--- config.mk ---
export PLATFORM = sky130hd
export DESIGN_NAME = alu_seq
export DESIGN_NICKNAME = d
export VERILOG_FILES = /design/src/rtl/alu_seq.sv
export SDC_FILE = /design/constraint.sdc
export NUM_CORES = 1
export LEC_CHECK = 0
export BUFFER_PORTS_ARGS = -buffer_cell sky130_fd_sc_hd__buf_2
export CAP_MARGIN = 5
export CORE_MARGIN = 1
export CORE_UTILIZATION = 49
export DETAILED_ROUTE_END_ITERATION = 12
export GPL_ROUTABILITY_DRIVEN = 0
export GPL_TIMING_DRIVEN = 0
export PLACE_DENSITY = 0.79
export SYNTH_ARGS = -nofsm -noshare
export SYNTH_HDL_FRONTEND = slang
export SYNTH_SLANG_ARGS = --single-unit
--- constraint.sdc ---
create_clock -name clk -period 3.9 [get_ports clk]
set_input_delay 0.195 -clock clk [delete_from_list [all_inputs] [get_ports clk]]
set_output_delay 0.195 -clock clk [all_outputs]
set_load 0.03 [all_outputs]
--- src/rtl/alu_seq.sv ---
// alu_seq: multi-cycle ALU with a start/done handshake.
// Single-cycle ops finish two cycles after the start edge. Multiply uses
// shift-add and divide/modulo use restoring division, one bit per cycle.
// Optional macro ALU_SEQ_FLAGS_EN adds registered carry/ovf outputs.
//
// Handshake: start is sampled only while the block is idle (state IDLE). An
// accepted start latches op/a/b, clears div0 and moves to CALC. busy is high
// for every CALC cycle. done is a one-cycle pulse in FINISH, where busy is
// already low. result/zero/div0 change only on entry to FINISH and then hold.
// A start while busy, or during the FINISH cycle, is ignored and not queued.
module alu_seq #(
    parameter int WIDTH = 16,
    parameter int CNT_W = $clog2(WIDTH) + 1
) (
    input  logic             clk,
    input  logic             rst_n,
    input  logic             start,
    input  logic [3:0]       op,
    input  logic [WIDTH-1:0] a,
    input  logic [WIDTH-1:0] b,
    output logic             busy,
    output logic             done,
    output logic [WIDTH-1:0] result,
    output logic             zero,
    output logic             div0,
`ifdef ALU_SEQ_FLAGS_EN
    output logic             carry,
    output logic             ovf,
`endif
    output logic [1:0]       dbg_state
);

    localparam logic [3:0] OP_ADD  = 4'b0000;
    localparam logic [3:0] OP_SUB  = 4'b0001;
    localparam logic [3:0] OP_MUL  = 4'b0010;
    localparam logic [3:0] OP_DIV  = 4'b0011;
    localparam logic [3:0] OP_MOD  = 4'b0100;
    localparam logic [3:0] OP_LAND = 4'b0101;
    localparam logic [3:0] OP_LOR  = 4'b0110;
    localparam logic [3:0] OP_LNOT = 4'b0111;
    localparam logic [3:0] OP_BNOT = 4'b1000;
    localparam logic [3:0] OP_BAND = 4'b1001;
    localparam logic [3:0] OP_BOR  = 4'b1010;
    localparam logic [3:0] OP_BXOR = 4'b1011;
    localparam logic [3:0] OP_SHL  = 4'b1100;
    localparam logic [3:0] OP_SHR  = 4'b1101;

    typedef enum logic [1:0] {
        S_IDLE   = 2'd0,
        S_CALC   = 2'd1,
        S_FINISH = 2'd2
    } state_t;

    state_t             r_state;
    state_t             w_next_state;

    // Latched request
    logic [3:0]         r_op;
    logic [WIDTH-1:0]   r_a;
    logic [WIDTH-1:0]   r_b;

    // Iteration datapath. r_acc is the product accumulator for multiply and
    // the partial remainder for divide. r_sh holds the multiplier (shifting
    // right) or the dividend turning into the quotient (shifting left).
    logic [CNT_W-1:0]   r_cnt;
    logic [WIDTH-1:0]   r_acc;
    logic [WIDTH-1:0]   r_sh;
    logic [WIDTH-1:0]   r_mcand;

    // Registered outputs
    logic [WIDTH-1:0]   r_result;
    logic               r_zero;
    logic               r_div0;
`ifdef ALU_SEQ_FLAGS_EN
    logic               r_carry;
    logic               r_ovf;
`endif

    logic               w_accept;
    logic               w_is_mul;
    logic               w_is_div;
    logic               w_b_zero;
    logic               w_iterative;
    logic               w_last;
    logic               w_to_finish;
    logic [WIDTH-1:0]   w_mul_acc;
    logic [WIDTH:0]     w_div_shifted;
    logic [WIDTH:0]     w_div_diff;
    logic               w_div_ge;
    logic [WIDTH-1:0]   w_div_rem;
    logic [WIDTH-1:0]   w_div_quo;
    logic [WIDTH-1:0]   w_single_res;
    logic [WIDTH-1:0]   w_final_res;
    logic               w_final_div0;
`ifdef ALU_SEQ_FLAGS_EN
    logic [WIDTH:0]     w_add_ext;
    logic [WIDTH:0]     w_sub_ext;
    logic               w_final_carry;
    logic               w_final_ovf;
`endif

    assign w_accept    = (r_state == S_IDLE) && start;
    assign w_is_mul    = (r_op == OP_MUL);
    assign w_is_div    = (r_op == OP_DIV) || (r_op == OP_MOD);
    assign w_b_zero    = (r_b == '0);
    // Division by zero skips the iterations entirely and finishes after one CALC cycle
    assign w_iterative = w_is_mul || (w_is_div && !w_b_zero);
    assign w_last      = (r_cnt == CNT_W'(WIDTH - 1));

    // One shift-add multiply step: add the shifted multiplicand when the current multiplier bit is set
    assign w_mul_acc = r_sh[0] ? (r_acc + r_mcand) : r_acc;

    // One restoring-division step: bring down the next dividend bit and
    // subtract the divisor if it fits. The partial remainder is always below
    // the divisor, so WIDTH+1 bits hold the shifted value without loss.
    assign w_div_shifted = {r_acc, r_sh[WIDTH-1]};
    assign w_div_diff    = w_div_shifted - {1'b0, r_b};
    assign w_div_ge      = !w_div_diff[WIDTH];
    assign w_div_rem     = w_div_ge ? w_div_diff[WIDTH-1:0] : w_div_shifted[WIDTH-1:0];
    assign w_div_quo     = {r_sh[WIDTH-2:0], w_div_ge};

    // State register
    always_ff @(posedge clk or negedge rst_n) begin
        if (!rst_n) begin
            r_state <= S_IDLE;
        end else begin
            r_state <= w_next_state;
        end
    end

    // Next-state logic and handshake outputs decoded from the state register
    always_comb begin
        w_next_state = r_state;
        busy         = 1'b0;
        done         = 1'b0;
        case (r_state)
            S_IDLE: begin
                if (start) begin
                    w_next_state = S_CALC;
                end
            end
            S_CALC: begin
                busy = 1'b1;
                if (!w_iterative || w_last) begin
                    w_next_state = S_FINISH;
                end
            end
            S_FINISH: begin
                done         = 1'b1;
                w_next_state = S_IDLE;
            end
            default: begin
                w_next_state = S_IDLE;
            end
        endcase
    end

    assign w_to_finish = (r_state == S_CALC) && (w_next_state == S_FINISH);

    // Results of the ops that complete in a single CALC cycle
    always_comb begin
        w_single_res = '0;
        case (r_op)
            OP_ADD:  w_single_res = r_a + r_b;
            OP_SUB:  w_single_res = r_a - r_b;
            OP_LAND: w_single_res = WIDTH'((r_a != '0) && (r_b != '0));
            OP_LOR:  w_single_res = WIDTH'((r_a != '0) || (r_b != '0));
            OP_LNOT: w_single_res = WIDTH'(r_a == '0);
            OP_BNOT: w_single_res = ~r_a;
            OP_BAND: w_single_res = r_a & r_b;
            OP_BOR:  w_single_res = r_a | r_b;
            OP_BXOR: w_single_res = r_a ^ r_b;
            OP_SHL:  w_single_res = {r_a[WIDTH-2:0], 1'b0};
            OP_SHR:  w_single_res = {1'b0, r_a[WIDTH-1:1]};
            default: w_single_res = '0;
        endcase
    end

    // Select the value captured on entry to FINISH, including the final iteration step
    always_comb begin
        w_final_res  = w_single_res;
        w_final_div0 = 1'b0;
        if (w_is_mul) begin
            w_final_res = w_mul_acc;
        end else if (r_op == OP_DIV) begin
            if (w_b_zero) begin
                w_final_res  = '1;
                w_final_div0 = 1'b1;
            end else begin
                w_final_res = w_div_quo;
            end
        end else if (r_op == OP_MOD) begin
            if (w_b_zero) begin
                w_final_res  = r_a;
                w_final_div0 = 1'b1;
            end else begin
                w_final_res = w_div_rem;
            end
        end
    end

`ifdef ALU_SEQ_FLAGS_EN
    assign w_add_ext = {1'b0, r_a} + {1'b0, r_b};
    assign w_sub_ext = {1'b0, r_a} - {1'b0, r_b};

    // Carry/borrow and signed overflow for add and sub; cleared for every other op
    always_comb begin
        w_final_carry = 1'b0;
        w_final_ovf   = 1'b0;
        if (r_op == OP_ADD) begin
            w_final_carry = w_add_ext[WIDTH];
            w_final_ovf   = (r_a[WIDTH-1] == r_b[WIDTH-1]) &&
                            (w_add_ext[WIDTH-1] != r_a[WIDTH-1]);
        end else if (r_op == OP_SUB) begin
            w_final_carry = w_sub_ext[WIDTH];
            w_final_ovf   = (r_a[WIDTH-1] != r_b[WIDTH-1]) &&
                            (w_sub_ext[WIDTH-1] != r_a[WIDTH-1]);
        end
    end
`endif

    // Latch the request on accept, then advance the iterative datapath once per CALC cycle
    always_ff @(posedge clk or negedge rst_n) begin
        if (!rst_n) begin
            r_op    <= '0;
            r_a     <= '0;
            r_b     <= '0;
            r_cnt   <= '0;
            r_acc   <= '0;
            r_sh    <= '0;
            r_mcand <= '0;
        end else if (w_accept) begin
            r_op    <= op;
            r_a     <= a;
            r_b     <= b;
            r_cnt   <= '0;
            r_acc   <= '0;
            r_mcand <= a;
            r_sh    <= (op == OP_MUL) ? b : a;
        end else if (r_state == S_CALC) begin
            r_cnt <= r_cnt + 1'b1;
            if (w_is_mul) begin
                r_acc   <= w_mul_acc;
                r_mcand <= {r_mcand[WIDTH-2:0], 1'b0};
                r_sh    <= {1'b0, r_sh[WIDTH-1:1]};
            end else if (w_is_div) begin
                r_acc <= w_div_rem;
                r_sh  <= w_div_quo;
            end
        end
    end

    // Output registers: div0 clears on accept; everything loads on entry to FINISH and then holds
    always_ff @(posedge clk or negedge rst_n) begin
        if (!rst_n) begin
            r_result <= '0;
            r_zero   <= 1'b0;
            r_div0   <= 1'b0;
`ifdef ALU_SEQ_FLAGS_EN
            r_carry  <= 1'b0;
            r_ovf    <= 1'b0;
`endif
        end else begin
            if (w_accept) begin
                r_div0 <= 1'b0;
            end
            if (w_to_finish) begin
                r_result <= w_final_res;
                r_zero   <= (w_final_res == '0);
                r_div0   <= w_final_div0;
`ifdef ALU_SEQ_FLAGS_EN
                r_carry  <= w_final_carry;
                r_ovf    <= w_final_ovf;
`endif
            end
        end
    end

    assign result    = r_result;
    assign zero      = r_zero;
    assign div0      = r_div0;
`ifdef ALU_SEQ_FLAGS_EN
    assign carry     = r_carry;
    assign ovf       = r_ovf;
`endif
    assign dbg_state = r_state;

endmodule
==> metrics.cfg, run 1 <==
[clock_network]
cts_buffers=9
path_clk_slew_ns=0.08
cts.sinks=109
htreeDepth=3
root_buffer=clkbuf_16
cts_buffer_depth=2
clk-insertion-delay-late_ns=0.37
cts_tree=done

[drt]
drt_first_pass_iters=9
vias=10600
antenna_left=0
drt_iter0_drc=1698
wl_per_cell_um=22.6
drcViolationCount=0
viasPerCell=6.72
wl_mm=35.8

[timing]
rsz0062_at_grt=true
period_needed_ns=4.31
setup_viol=2
hold_slack_ns=0.0438
worst_pin_slew_ns=1.35
final.period_utilization=1.10
slew_violations=0
hold_viol=0
skew_ns=0.0129
fmax_ghz=0.232
setup_ws_ns=-0.408
maxSlewHeadroom=0.0867

[synth]
ys_ff_latch=109
synth_simple_gate_area_frac=0.192
synth_warnings=0
synth_fp_nets=1341
synth_edf_count=0
synth_compound_area_frac=0.287
yosys.area_share.adder=0.110
synth.area.mux_share=0.0466
async_flop_share=1.00
ys.flop_type=dfrtp_1
synth_top_family_by_area=compound AO/OA/AOI/OAI gates
synthXorXnorAreaFrac=0.0359
synth_cell_types=93
synth.avg_cell_area_um2=8.02
syn-cell-area_mm2=0.00977
postSynthCellCount=1218
seq_area_frac_synth=0.279

[critical_path]
r2r-end=zero
cp-start-kind=flop
cp_max_fo=10
worst_ep_arrival_time_ns=4.58
worstPathRequired_ns=4.17
reg2reg_from=r_b[7]
end_kind=flop
r2r_cells=15
rrSetupSlack_ns=-0.41
critPathKind=reg -> reg

[global_routing]
grt-ovfl-total=0
antenna_found_initial=0
grt_first_pass_wirelength_mm=54.4
grtUsageTotal=0.355
grt_pass1_vias=9742
grt_max_degree=56

[worst_hold_path]
holdPathEnd=r_op[2]
hold_path_class=in -> reg
min_from=op[2]
whs_path_depth=3

[floorplanning]
die_x_um=143
die_h_um=143
die_area_mm2=0.0205
start_util=0.500
io_pins=61
core_mm2=0.0195
rows=51

[placement]
place_inst=1544
place_ws_ns=-0.788
portBuffers=60
post-dp-hpwl_mm=27.4

[outcome]
violations=negative setup slack
status=complete, but fails checks

[finish]
stdcell_count=1584
nets=1437
drive_above_1_share=0.148
diodes=0
fillCellCount=1771
syn2layout_area_growth_pct=13.5

[run]
drv_cap=0

[how the worst max path moves through the flow]
stage | startpoint | end | slack, ns | cells after the start
after floorplan | r_op[1] | zero | 0.02 | 17
after CTS | r_op[3] | zero | -0.28 | 16
after global placement | r_op[3] | zero | -0.69 | 17
after detailed placement | r_op[3] | zero | -0.79 | 17
final | r_b[7] | zero | -0.41 | 15
after global routing | r_op[3] | zero | -0.54 | 17
[kinds of logic (layout without fill, tap and decap cells)]
family / count (synthesis) / in the layout
DFF: 109 / 109
and+or+nand+nor: 398 / 398
AOI/OAI and AO/OA: 426 / 426
adders and majority gates: 84 / 84
muxes: 43 / 43
buffers and inverters: 118 / 219
xor gates and xnor gates: 40 / 40
[stage by stage]
step | util | setup TNS, ns | instance area, µm²
4_1_cts | 0.556 | -0.502 | 10900
3_3_place_gp | 0.533 | -2.41 | 10400
6_report | 0.568 | -0.514 | 11100
5_1_grt | 0.568 | -0.842 | 11100
3_5_place_dp | 0.535 | -3.02 | 10400
2_1_floorplan | - | 0 | 9780
[critical path: stages, from the launching register on]
cell and delay (ns):
dfrtp_1 0.57, inv_1 0.28, ha_1 0.35, clkbuf_2 0.18
o21ai_0 0.12, a21oi_1 0.43, a32o_1 0.29, o211a_1 0.18
buf_6 0.14, buf_6 0.17, mux2i_1 0.27, a21o_1 0.15
o31ai_1 0.17, nor4b_2 0.43, nand4_1 0.18, o41ai_2 0.29
[cells in the final DEF, fill, tap and decap left out, types with 8 or more instances in the layout]
cell,netlist,layout
a21oi_1,87,87
inv_1,54,52
a22o_1,11,11
nor4_1,8,8
a211oi_1,10,9
clkbuf_16,0,9
a22oi_1,11,11
nor2_1,67,63
o21a_1,13,13
o21ai_0,123,122
o211ai_1,15,15
nor2b_1,13,11
o31ai_1,10,8
and2_1,8,8
and3_1,8,8
a21o_1,13,13
mux2_2,20,19
buf_4,0,24
xor2_1,11,9
nand2_1,199,196
clkbuf_1,40,36
nor3_1,19,19
dfrtp_1,109,106
mux2i_1,23,23
ha_1,81,81
nand2b_1,10,10
xnor2_1,29,29
nand3_1,17,17
buf_2,11,70
a31oi_1,31,30
[synthesized netlist by cell type (17+ instances only)]
cell type	n	area share
nand2_1	199	0.076
o21ai_0	123	0.063
dfrtp_1	109	0.28
a21oi_1	87	0.045
ha_1	81	0.10
nor2_1	67	0.026
inv_1	54	0.021
clkbuf_1	40	0.015
a31oi_1	31	0.020
xnor2_1	29	0.026
mux2i_1	23	0.024
mux2_2	20	0.023
nor3_1	19	0.0097
nand3_1	17	0.0087
[registers in the layout, indices dropped and copies added, names as in the netlist, 2 cells and up]
| signal | flops |
|---|---|
| r_a | 16 |
| r_acc | 16 |
| r_b | 16 |
| r_mcand | 16 |
| r_sh | 16 |
| result | 16 |
| r_cnt | 5 |
| r_op | 4 |
| dbg_state | 2 |
[per-layer routing]
metal	global-route usage	vias up	wire length, µm	part of all wire
li1	-	4688	-	-
met1	0.469	4913	13800	0.39
met2	0.506	826	14500	0.40
met3	0.101	211	4880	0.14
met4	0.224	0	2630	0.074
met5	0	-	0	0
[timing repair]
item | 4_1_cts | 5_1_grt
endpoints found under the hold margin | 54 | 0
resized for setup | 18 | 34
pin swaps | 5 | 13
endpoints found under the setup margin | 10 | 9
setup buffers | 8 | 17
hold buffers | 1 | 0
gates cloned | 0 | 0
[cell type report]
class / instances / area, µm² / share of cell area
clock buffers: 11 / 243 / 0.0219
multi-input cells: 991 / 6720 / 0.606
clock inverters: 5 / 42.5 / 0.00384
inverters: 58 / 221 / 0.0200
repair buffers: 87 / 529 / 0.0477
well taps: 265 / 332 / 0.0299
flip-flops and latches: 109 / 2730 / 0.246
plain buffers: 58 / 272 / 0.0245
Power of run 1 is not shown: default switching activity piles up to over one toggle a cycle in this logic, so the estimate is an artifact.
==> inputs of run 2 (changes only) <==
Clock period 3.9 ns to 3.7 ns, I/O delays scaled along.
==> run 2 against run 1 <==
- first-iteration DRC count is 5.4% higher
- fmax is 2.3% higher
- setup slack worse by 0.10 ns
- sequential cell count stayed put
- wire length is 2.1% higher
- the run still ends with negative setup slack left
- register-to-register slack worse by 0.10 ns
- clock-buffer cell count is 1 lower
- global-route usage is 0.32 points higher
- largest cell class unchanged
==> metrics.cfg, run 2 (synthesis gave the netlist of run 1 again) <==
[finish]
fin_area_mm2=0.0113  ; was 0.0111 mm²
syn2layout_area_growth_pct=15.9  ; was 13.5%
drive_above_1_share=0.174  ; was 0.148
layout_commonest_cell=nand2_1  ; unchanged
nets=1446  ; was 1,437
stdcell_count=1592  ; was 1,584
diodes=0  ; unchanged
mostFrequentLayoutCells=nand2_1, o21ai_0, dfrtp_1  ; unchanged

[global_routing]
grt_first_pass_wirelength_mm=55.0  ; was 54.4 mm
grt_pass1_vias=9992  ; was 9,742
grt_max_degree=61  ; was 56
grt-ovfl-total=0  ; unchanged
grtUsageTotal=0.358  ; was 0.355
antenna_found_initial=0  ; unchanged

[timing]
worst_pin_slew_ns=1.31  ; was 1.35 ns
period_needed_ns=4.21  ; was 4.31 ns
setup_viol=3  ; was 2
hold_viol=0  ; unchanged
skew_ns=0.0133  ; was 0.0129 ns
rsz0062_at_grt=true  ; unchanged
slew_violations=0  ; unchanged
final.period_utilization=1.14  ; was 1.10
maxSlewHeadroom=0.118  ; was 0.0867
fmax_ghz=0.237  ; was 0.232 GHz
hold_slack_ns=0.0429  ; was 0.0438 ns
setup_ws_ns=-0.512  ; was -0.408 ns

[critical_path]
worstPathRequired_ns=3.97  ; was 4.17 ns
end_kind=flop  ; unchanged
reg2reg_from=r_op[1]  ; was r_b[7]
r2r_cells=10  ; was 15
critPathKind=reg -> reg  ; unchanged
r2r-end=zero  ; unchanged
startpoint=r_op[1]  ; was r_b[7]
cp_max_fo=10  ; unchanged
rrSetupSlack_ns=-0.51  ; was -0.41 ns
worst_ep_arrival_time_ns=4.48  ; was 4.58 ns
cp-start-kind=flop  ; unchanged

[placement]
portBuffers=60  ; unchanged
placed_area_mm2=0.0105  ; was 0.0104 mm²
place_inst=1544  ; unchanged
post-dp-hpwl_mm=27.6  ; was 27.4 mm
place_ws_ns=-0.913  ; was -0.788 ns

[worst_hold_path]
whs_path_depth=3  ; unchanged
hold_path_class=in -> reg  ; unchanged
min_from=op[1]  ; was op[2]
holdPathEnd=r_op[1]  ; was r_op[2]

[clock_network]
cts_tree=done  ; unchanged
clk-insertion-delay-late_ns=0.37  ; about the same
root_buffer=clkbuf_16  ; unchanged
cts_buffers=9  ; unchanged
path_clk_slew_ns=0.08  ; about the same
cts.sinks=109  ; unchanged
htreeDepth=3  ; unchanged
cts_buffer_depth=2  ; unchanged

[floorplanning]
die_area_mm2=0.0205  ; unchanged
die_x_um=143  ; unchanged
start_util=0.500  ; unchanged
io_pins=61  ; unchanged
rows=51  ; unchanged
die_h_um=143  ; unchanged
core_mm2=0.0195  ; unchanged

[drt]
vias=10900  ; was 10,600
viasPerCell=6.82  ; was 6.72
drcViolationCount=0  ; unchanged
drt_iter0_drc=1790  ; was 1,698
wl_per_cell_um=22.9  ; was 22.6 µm
wl_mm=36.5  ; was 35.8 mm
antenna_left=0  ; unchanged
drt_first_pass_iters=9  ; unchanged

[run]
drv_cap=0  ; unchanged

[outcome]
status=complete, but fails checks  ; unchanged
violations=negative setup slack  ; unchanged

run 2: cell type report:
class,count,area [µm²]
fillers,1746,8210
multi-input cells,991,6860
well taps,265,332
clock inverters,5,45.0
repair buffers,96,597
flip-flops and latches,109,2730
clock buffers,10,239
plain buffers,58,295
inverters,58,224
run 2: worst max-delay path by stage:
stage / to / slack (ns) / cells after the start
floorplan: zero / -0.08 / 17
global placement: zero / -0.79 / 17
detailed placement: zero / -0.91 / 17
CTS: zero / -0.52 / 15
global route: zero / -0.54 / 17
finish: zero / -0.51 / 10
run 2: critical path, cell delays in order (launching register included):
cell and delay, ns:
dfrtp_2 0.45, buf_4 0.15, clkinv_1 0.36, nor3_1 0.45, nand2_1 0.36, clkbuf_1 0.43, a211oi_1 0.84, o21ai_0 0.25
nor4_2 0.32, nand4_1 0.17, o41ai_2 0.31
run 2: through the flow:
step / TNS, ns / utilization
2_1_floorplan: -0.0810 / -
5_1_grt: -1.14 / 0.580
3_5_place_dp: -4.04 / 0.536
3_3_place_gp: -3.53 / 0.535
6_report: -0.806 / 0.580
4_1_cts: -1.08 / 0.563
run 2: routing by layer:
| metal | vias up | wire (µm) | share of wire | GRT usage |
|---|---|---|---|---|
| met3 | 248 | 5050 | 0.14 | 0.0959 |
| met2 | 879 | 14600 | 0.40 | 0.510 |
| met5 | - | 0 | 0 | 0 |
| met1 | 5023 | 13900 | 0.38 | 0.470 |
| li1 | 4701 | - | - | - |
| met4 | 0 | 2910 | 0.080 | 0.246 |
run 2: timing repair:
item | 4_1_cts | 5_1_grt
hold buffers | 1 | 0
buffers inserted | 19 | 14
resized for setup | 25 | 61
pin swaps | 13 | 29
setup endpoints to repair | 15 | 27
hold endpoints to repair | 49 | 0
Power of run 2 is left out for the same reason.
